## config.mk

```make
export PLATFORM = sky130hd
export DESIGN_NAME = acquisition_controller
export DESIGN_NICKNAME = d
export VERILOG_FILES = /design/src/rtl/acquisition_controller.sv
export SDC_FILE = /design/constraint.sdc
export NUM_CORES = 1
export LEC_CHECK = 0
export ABC_AREA = 1
export CORE_AREA = 2 2 76 78
export CTS_BUF_LIST = sky130_fd_sc_hd__clkbuf_8
export DETAILED_ROUTE_END_ITERATION = 10
export DIE_AREA = 0 0 78 80
export DONT_BUFFER_PORTS = 1
export PLACE_DENSITY = 0.78
export SYNTH_ARGS = -nofsm -noshare
export SYNTH_HDL_FRONTEND = slang
export SYNTH_SLANG_ARGS = --single-unit
```

## constraint.sdc

```tcl
create_clock -name Clock -period 2.1 [get_ports Clock]
set_input_delay 0.105 -clock Clock [delete_from_list [all_inputs] [get_ports Clock]]
set_output_delay 0.105 -clock Clock [all_outputs]
set_load 0.005 [all_outputs]
```

## src/rtl/acquisition_controller.sv

```systemverilog
// acquisition_controller
// Sequences one oscilloscope capture around an external edge-trigger latch:
// fills the circular sample buffer with pre-trigger history, arms the latch,
// records the trigger position, captures post-trigger samples, then holds the
// buffer for readout until Ack.
//
// Ports
//   Clock, Reset        rising-edge clock, synchronous active-high reset
//   Start, Abort        begin a capture (IDLE only) / cancel from any state
//   Continuous          re-arm automatically after Ack
//   SampleEn            one-cycle sample strobe; writes and counts only on it
//   PreSamples          pre-trigger samples to capture before arming
//   PostSamples         samples to capture after the trigger
//   Trig                trigger-latch output, asynchronous to Clock
//   Ack                 readout finished with the buffer
//   TrigReset           drives the trigger-latch Reset (low only in ARMED)
//   WrEn, WrAddr        buffer write strobe / write address
//   TrigAddr            WrAddr captured in the trigger-detection cycle
//   Done, Busy, State   status (State: IDLE=0 PRE=1 ARMED=2 POST=3 DONE=4)
//
// Optional feature macro: ACQ_AUTOTRIG_EN
//   Adds AutoTimeout (16-bit input) and AutoTrigd (output). A non-zero
//   AutoTimeout forces the ARMED->POST transition after that many ARMED
//   cycles without a trigger and sets AutoTrigd until the next PRE entry.
//
// WrEn is the sample strobe gated by the registered state, so a write lands
// on the same edge that counts it and never leaks into IDLE/DONE.

module acquisition_controller #(
    parameter int unsigned ADDR_W = 10
) (
    input  logic              Clock,
    input  logic              Reset,
    input  logic              Start,
    input  logic              Abort,
    input  logic              Continuous,
    input  logic              SampleEn,
    input  logic [ADDR_W-1:0] PreSamples,
    input  logic [ADDR_W-1:0] PostSamples,
    input  logic              Trig,
    input  logic              Ack,
`ifdef ACQ_AUTOTRIG_EN
    input  logic [15:0]       AutoTimeout,
    output logic              AutoTrigd,
`endif
    output logic              TrigReset,
    output logic              WrEn,
    output logic [ADDR_W-1:0] WrAddr,
    output logic [ADDR_W-1:0] TrigAddr,
    output logic              Done,
    output logic              Busy,
    output logic [2:0]        State
);

    localparam int unsigned CNT_W = ADDR_W + 1;

    typedef enum logic [2:0] {
        ST_IDLE  = 3'd0,
        ST_PRE   = 3'd1,
        ST_ARMED = 3'd2,
        ST_POST  = 3'd3,
        ST_DONE  = 3'd4
    } state_t;

    state_t            state;
    state_t            next_state;
    logic [ADDR_W-1:0] pre_len;
    logic [ADDR_W-1:0] post_len;
    logic [ADDR_W-1:0] sample_cnt;
    logic [CNT_W-1:0]  cnt_inc;
    logic              write;
    logic              load_len;
    logic              clr_cnt;
    logic              trig_fire;
    logic              trig_meta;
    logic              trig_sync;
    logic              auto_fire;

    // Count after the current write, one bit wider so the compare cannot wrap
    assign cnt_inc = CNT_W'(sample_cnt) + CNT_W'(1);

    assign WrEn  = write;
    assign State = 3'(state);

`ifdef ACQ_AUTOTRIG_EN
    localparam int unsigned AUTO_W  = 16;
    localparam int unsigned AUTO_CW = AUTO_W + 1;

    logic [AUTO_W-1:0] auto_cnt;

    // Fires on the last ARMED cycle of the timeout window; zero disables
    assign auto_fire = (AutoTimeout != '0) &&
                       ((AUTO_CW'(auto_cnt) + AUTO_CW'(1)) == AUTO_CW'(AutoTimeout));

    // ARMED cycle counter and auto-trigger flag
    always_ff @(posedge Clock) begin
        if (Reset) begin
            auto_cnt  <= '0;
            AutoTrigd <= 1'b0;
        end else begin
            if (state == ST_ARMED) begin
                auto_cnt <= auto_cnt + AUTO_W'(1);
            end else begin
                auto_cnt <= '0;
            end
            if (load_len) begin
                AutoTrigd <= 1'b0;
            end else if (trig_fire && !trig_sync) begin
                AutoTrigd <= 1'b1;
            end
        end
    end
`else
    assign auto_fire = 1'b0;
`endif

    // Next-state and per-cycle control strobes
    always_comb begin
        next_state = state;
        write      = 1'b0;
        load_len   = 1'b0;
        clr_cnt    = 1'b0;
        trig_fire  = 1'b0;

        case (state)
            ST_IDLE: begin
                if (Start) begin
                    next_state = ST_PRE;
                    load_len   = 1'b1;
                    clr_cnt    = 1'b1;
                end
            end
            ST_PRE: begin
                // A zero-length phase performs no writes
                write = SampleEn && (pre_len != '0);
                if ((pre_len == '0) || (write && (cnt_inc == CNT_W'(pre_len)))) begin
                    next_state = ST_ARMED;
                end
            end
            ST_ARMED: begin
                write = SampleEn;
                if (trig_sync || auto_fire) begin
                    next_state = ST_POST;
                    clr_cnt    = 1'b1;
                    trig_fire  = 1'b1;
                end
            end
            ST_POST: begin
                write = SampleEn && (post_len != '0);
                if ((post_len == '0) || (write && (cnt_inc == CNT_W'(post_len)))) begin
                    next_state = ST_DONE;
                end
            end
            ST_DONE: begin
                if (Ack) begin
                    if (Continuous) begin
                        next_state = ST_PRE;
                        load_len   = 1'b1;
                        clr_cnt    = 1'b1;
                    end else begin
                        next_state = ST_IDLE;
                    end
                end
            end
            default: begin
                next_state = ST_IDLE;
            end
        endcase

        // Abort overrides everything; TrigAddr and lengths are left alone
        if (Abort) begin
            next_state = ST_IDLE;
            load_len   = 1'b0;
            clr_cnt    = 1'b0;
            trig_fire  = 1'b0;
        end
    end

    // State register, registered status outputs, address and counters
    always_ff @(posedge Clock) begin
        if (Reset) begin
            state      <= ST_IDLE;
            pre_len    <= '0;
            post_len   <= '0;
            sample_cnt <= '0;
            WrAddr     <= '0;
            TrigAddr   <= '0;
            TrigReset  <= 1'b1;
            Done       <= 1'b0;
            Busy       <= 1'b0;
        end else begin
            state     <= next_state;
            TrigReset <= (next_state != ST_ARMED);
            Busy      <= (next_state == ST_PRE) || (next_state == ST_ARMED) ||
                         (next_state == ST_POST);
            Done      <= (next_state == ST_DONE);
            if (write) begin
                WrAddr <= WrAddr + ADDR_W'(1);
            end
            if (load_len) begin
                pre_len  <= PreSamples;
                post_len <= PostSamples;
            end
            if (clr_cnt) begin
                sample_cnt <= '0;
            end else if (write) begin
                sample_cnt <= sample_cnt + ADDR_W'(1);
            end
            if (trig_fire) begin
                TrigAddr <= WrAddr;
            end
        end
    end

    // Two-flop trigger synchronizer, held clear while the latch is in reset
    always_ff @(posedge Clock) begin
        if (Reset || TrigReset) begin
            trig_meta <= 1'b0;
            trig_sync <= 1'b0;
        end else begin
            trig_meta <= Trig;
            trig_sync <= trig_meta;
        end
    end

endmodule
```

==> out/qor.yml <==
cts_root_buf: "clkbuf_8"
synthFlopType: "dfxtp_1"
wl_per_cell_um: 14.6
grt_max_degree: 38
place_congestion: 0.897
worst_hold_slack_ns: 0.0112
initial_core_util_pct: 53.9
synthDistinctLibCells: 28
fillers: 489
layout-drive-gt1-share_pct: 10.8
layout.nets: 496
cp-end-kind: "flip-flop"
yosysTopAreaCell: "dfxtp_1"
timing.final.crit_share_pct: 93.8
synth_edf_count: 0
fmax_ghz: 0.508
rsz0062_at_grt: "no"
ant_nets: 0
routed_via_density: 5.35
skew_ns: 0.00845
cts_tree: "yes"
synth_seq_cells: 58
tightest_slew_ns: 0.576
synth_seq_area_share_pct: 39.9
vias: 2903
grt_pass1_wl_mm: 12.9
drv_slew: 0
numClockSinks: 58
synthTopCellsByCount: "nand2_1 (91), dfxtp_1 (58), inv_1 (58)"
io_buffers: 0
netlist_instances: 437
synthArstFlopShare_pct: 0
synthTopCellsByArea: "dfxtp_1 (40%), nand2_1 (12%), nand3_1 (8.1%)"
period_needed_ns: 1.97
dr.pass1.iters: 5
ir_worst_vdd_uv: 514
die_w_um: 78
post-cts-setup-buffers: 0
drcViolationCount: 0
cts_buffers: 9
htreeDepth: 3
crit_path_start_kind: "flip-flop"
critPathKind: "flip-flop to flip-flop"
utilization_pct: 64.2
gr-total-overflow: 0
final-hold-violation-count: 0
grt_pass1_vias: 2742
powerDensity_mw_per_mm2: 729
first_iter_violations: 246
synthesis.nets: 467
slew_headroom_pct: 61.4
coreArea_mm2: 0.00541
dieArea_mm2: 0.00624
multiInputGateArea_mm2: 0.00150
netlist_area_mm2: 0.00291
avgSynthCellArea_um2: 6.66
netlist.area_leader.share_pct: 39.9
cap_violations: 0
cp.required_ns: 2.33
final-setup-viol-count: 0
crit_fanout: 6
antenna_found_initial: 0
die-height_um: 80
area_growth_pct: 19.1
routed_wl_mm: 7.92
outcome: "finished, final reports clean"
dp_hpwl_mm: 5.59
worstSkewPairLatency_ns: 0.34
pin_count: 55
p_leak_nw: 1.42
cts_max_path_buffers: 2
grt_use_total_pct: 26.9
n_antenna_cell: 0
yosys.cell_count.top_type: "nand2_1"
hp-class: "primary input to flip-flop"
setup_tns_ns: 0
yosysWarningCount: 0
final-seq-area_mm2: 0.00116
arrival_ns: 2.20
num_rows: 27
clk_pin_slew_ns: 0.07
-- metal layers --
layer / global-route usage, % / routed length (um)
met5: 0 / 0
met4: 12.5 / 129
met3: 6.45 / 521
met2: 43.2 / 3750
met1: 34.4 / 3520
-- through the flow --
stage / total power [mW] / std cells / setup WS [ns] / cell area (um2)
4_1_cts: 2.53 / 542 / 0.103 / 3430
3_3_place_gp: 1.37 / 504 / 0.171 / 3000
5_1_grt: 2.62 / 543 / 0.0102 / 3470
3_5_place_dp: 1.37 / 504 / 0.138 / 3000
6_report: 2.53 / 543 / 0.130 / 3470
2_1_floorplan: 1.32 / 437 / 0.311 / 2910
-- where the power goes --
group          internal, mW  switching [mW]
clock network         0.665           0.471
logic                0.0950           0.140
registers              1.13          0.0262
total                  1.89           0.637
-- what timing repair did --
item / CTS / global route
hold buffers: 22 / 0
endpoints found under the hold margin: 37 / 0
endpoints found under the setup margin: 0 / 10
gates resized for setup: 0 / 8
-- registers in the layout (all words and copies together), names as in the netlist --
register,count
WrAddr,10
trig_meta,1
TrigReset,1
trig_sync,1
pre_len,10
Done,1
post_len,10
State,3
Busy,1
sample_cnt,10
TrigAddr,10
-- cell usage in the layout, fill, tap and decap left out --
master	instances
nand2_2	13
nand2_1	90
clkinvlp_4	3
a21oi_2	1
nor3_1	6
clkinv_4	1
dlygate4sd3_1	22
clkinvlp_2	1
a21oi_1	46
or2_2	1
nor2_1	43
nor4_1	2
nand3_2	1
inv_1	57
o21ai_1	1
nor2_2	1
clkbuf_8	9
clkinv_2	2
nand2_4	1
nor3b_1	2
inv_2	1
ha_1	1
a211oi_1	1
o21ai_0	35
xnor2_1	3
dfxtp_1	58
or2_1	1
xor2_1	3
ha_2	1
nor3_2	3
nand3_1	47
o21bai_2	1
nand4_1	2
buf_4	7
bufinv_16	2
nor2_4	2
-- path summary, 6_finish.rpt --
check,start,endpoint,slack (ns),depth (start not counted)
hold reg to reg,trig_meta$_SDFF_PP0_,trig_sync$_SDFF_PP0_,0.46,1
setup reg to reg,sample_cnt[1]$_SDFFE_PP0P_,Busy$_SDFF_PP0_,0.13,14
setup / recovery,sample_cnt[1]$_SDFFE_PP0P_,Busy$_SDFF_PP0_,0.13,14
hold / removal,PostSamples[7],post_len[7]$_SDFFE_PP0P_,0.01,2
-- worst max-delay path, stage by stage, from the launching register on --
cell and delay (ns):
dfxtp_1 0.38, ha_2 0.22, nand2_2 0.11, nor2_4 0.18
nand2_2 0.09, nand2_2 0.09, nand2_2 0.06, nand2_1 0.05
nand3_1 0.06, nor2_1 0.11, nand2_1 0.13, a21oi_2 0.14
nand2_1 0.09, nand2_2 0.09, nand2_2 0.05
-- kinds of logic after synthesis --
family                     Yosys count  synth area share (%)
buffers and inverters               71                  9.58
adders and majority gates            2                 0.859
AOI/OAI and AO/OA                   85                  15.0
xor gates and xnor gates             6                  1.81
DFF                                 58                  39.9
and+or+nand+nor                    215                  32.8
-- cell type report --
cell class              count  share of cell area (%)
clock buffers               9                    3.57
clock inverters             7                    2.71
inverters                  59                    6.49
multi-input cells         308                    43.1
flip-flops and latches     58                    33.5
well taps                  72                    2.60
repair buffers             29                    7.86
repair inverters            1                   0.144
Power figures use the tool's default switching activity.
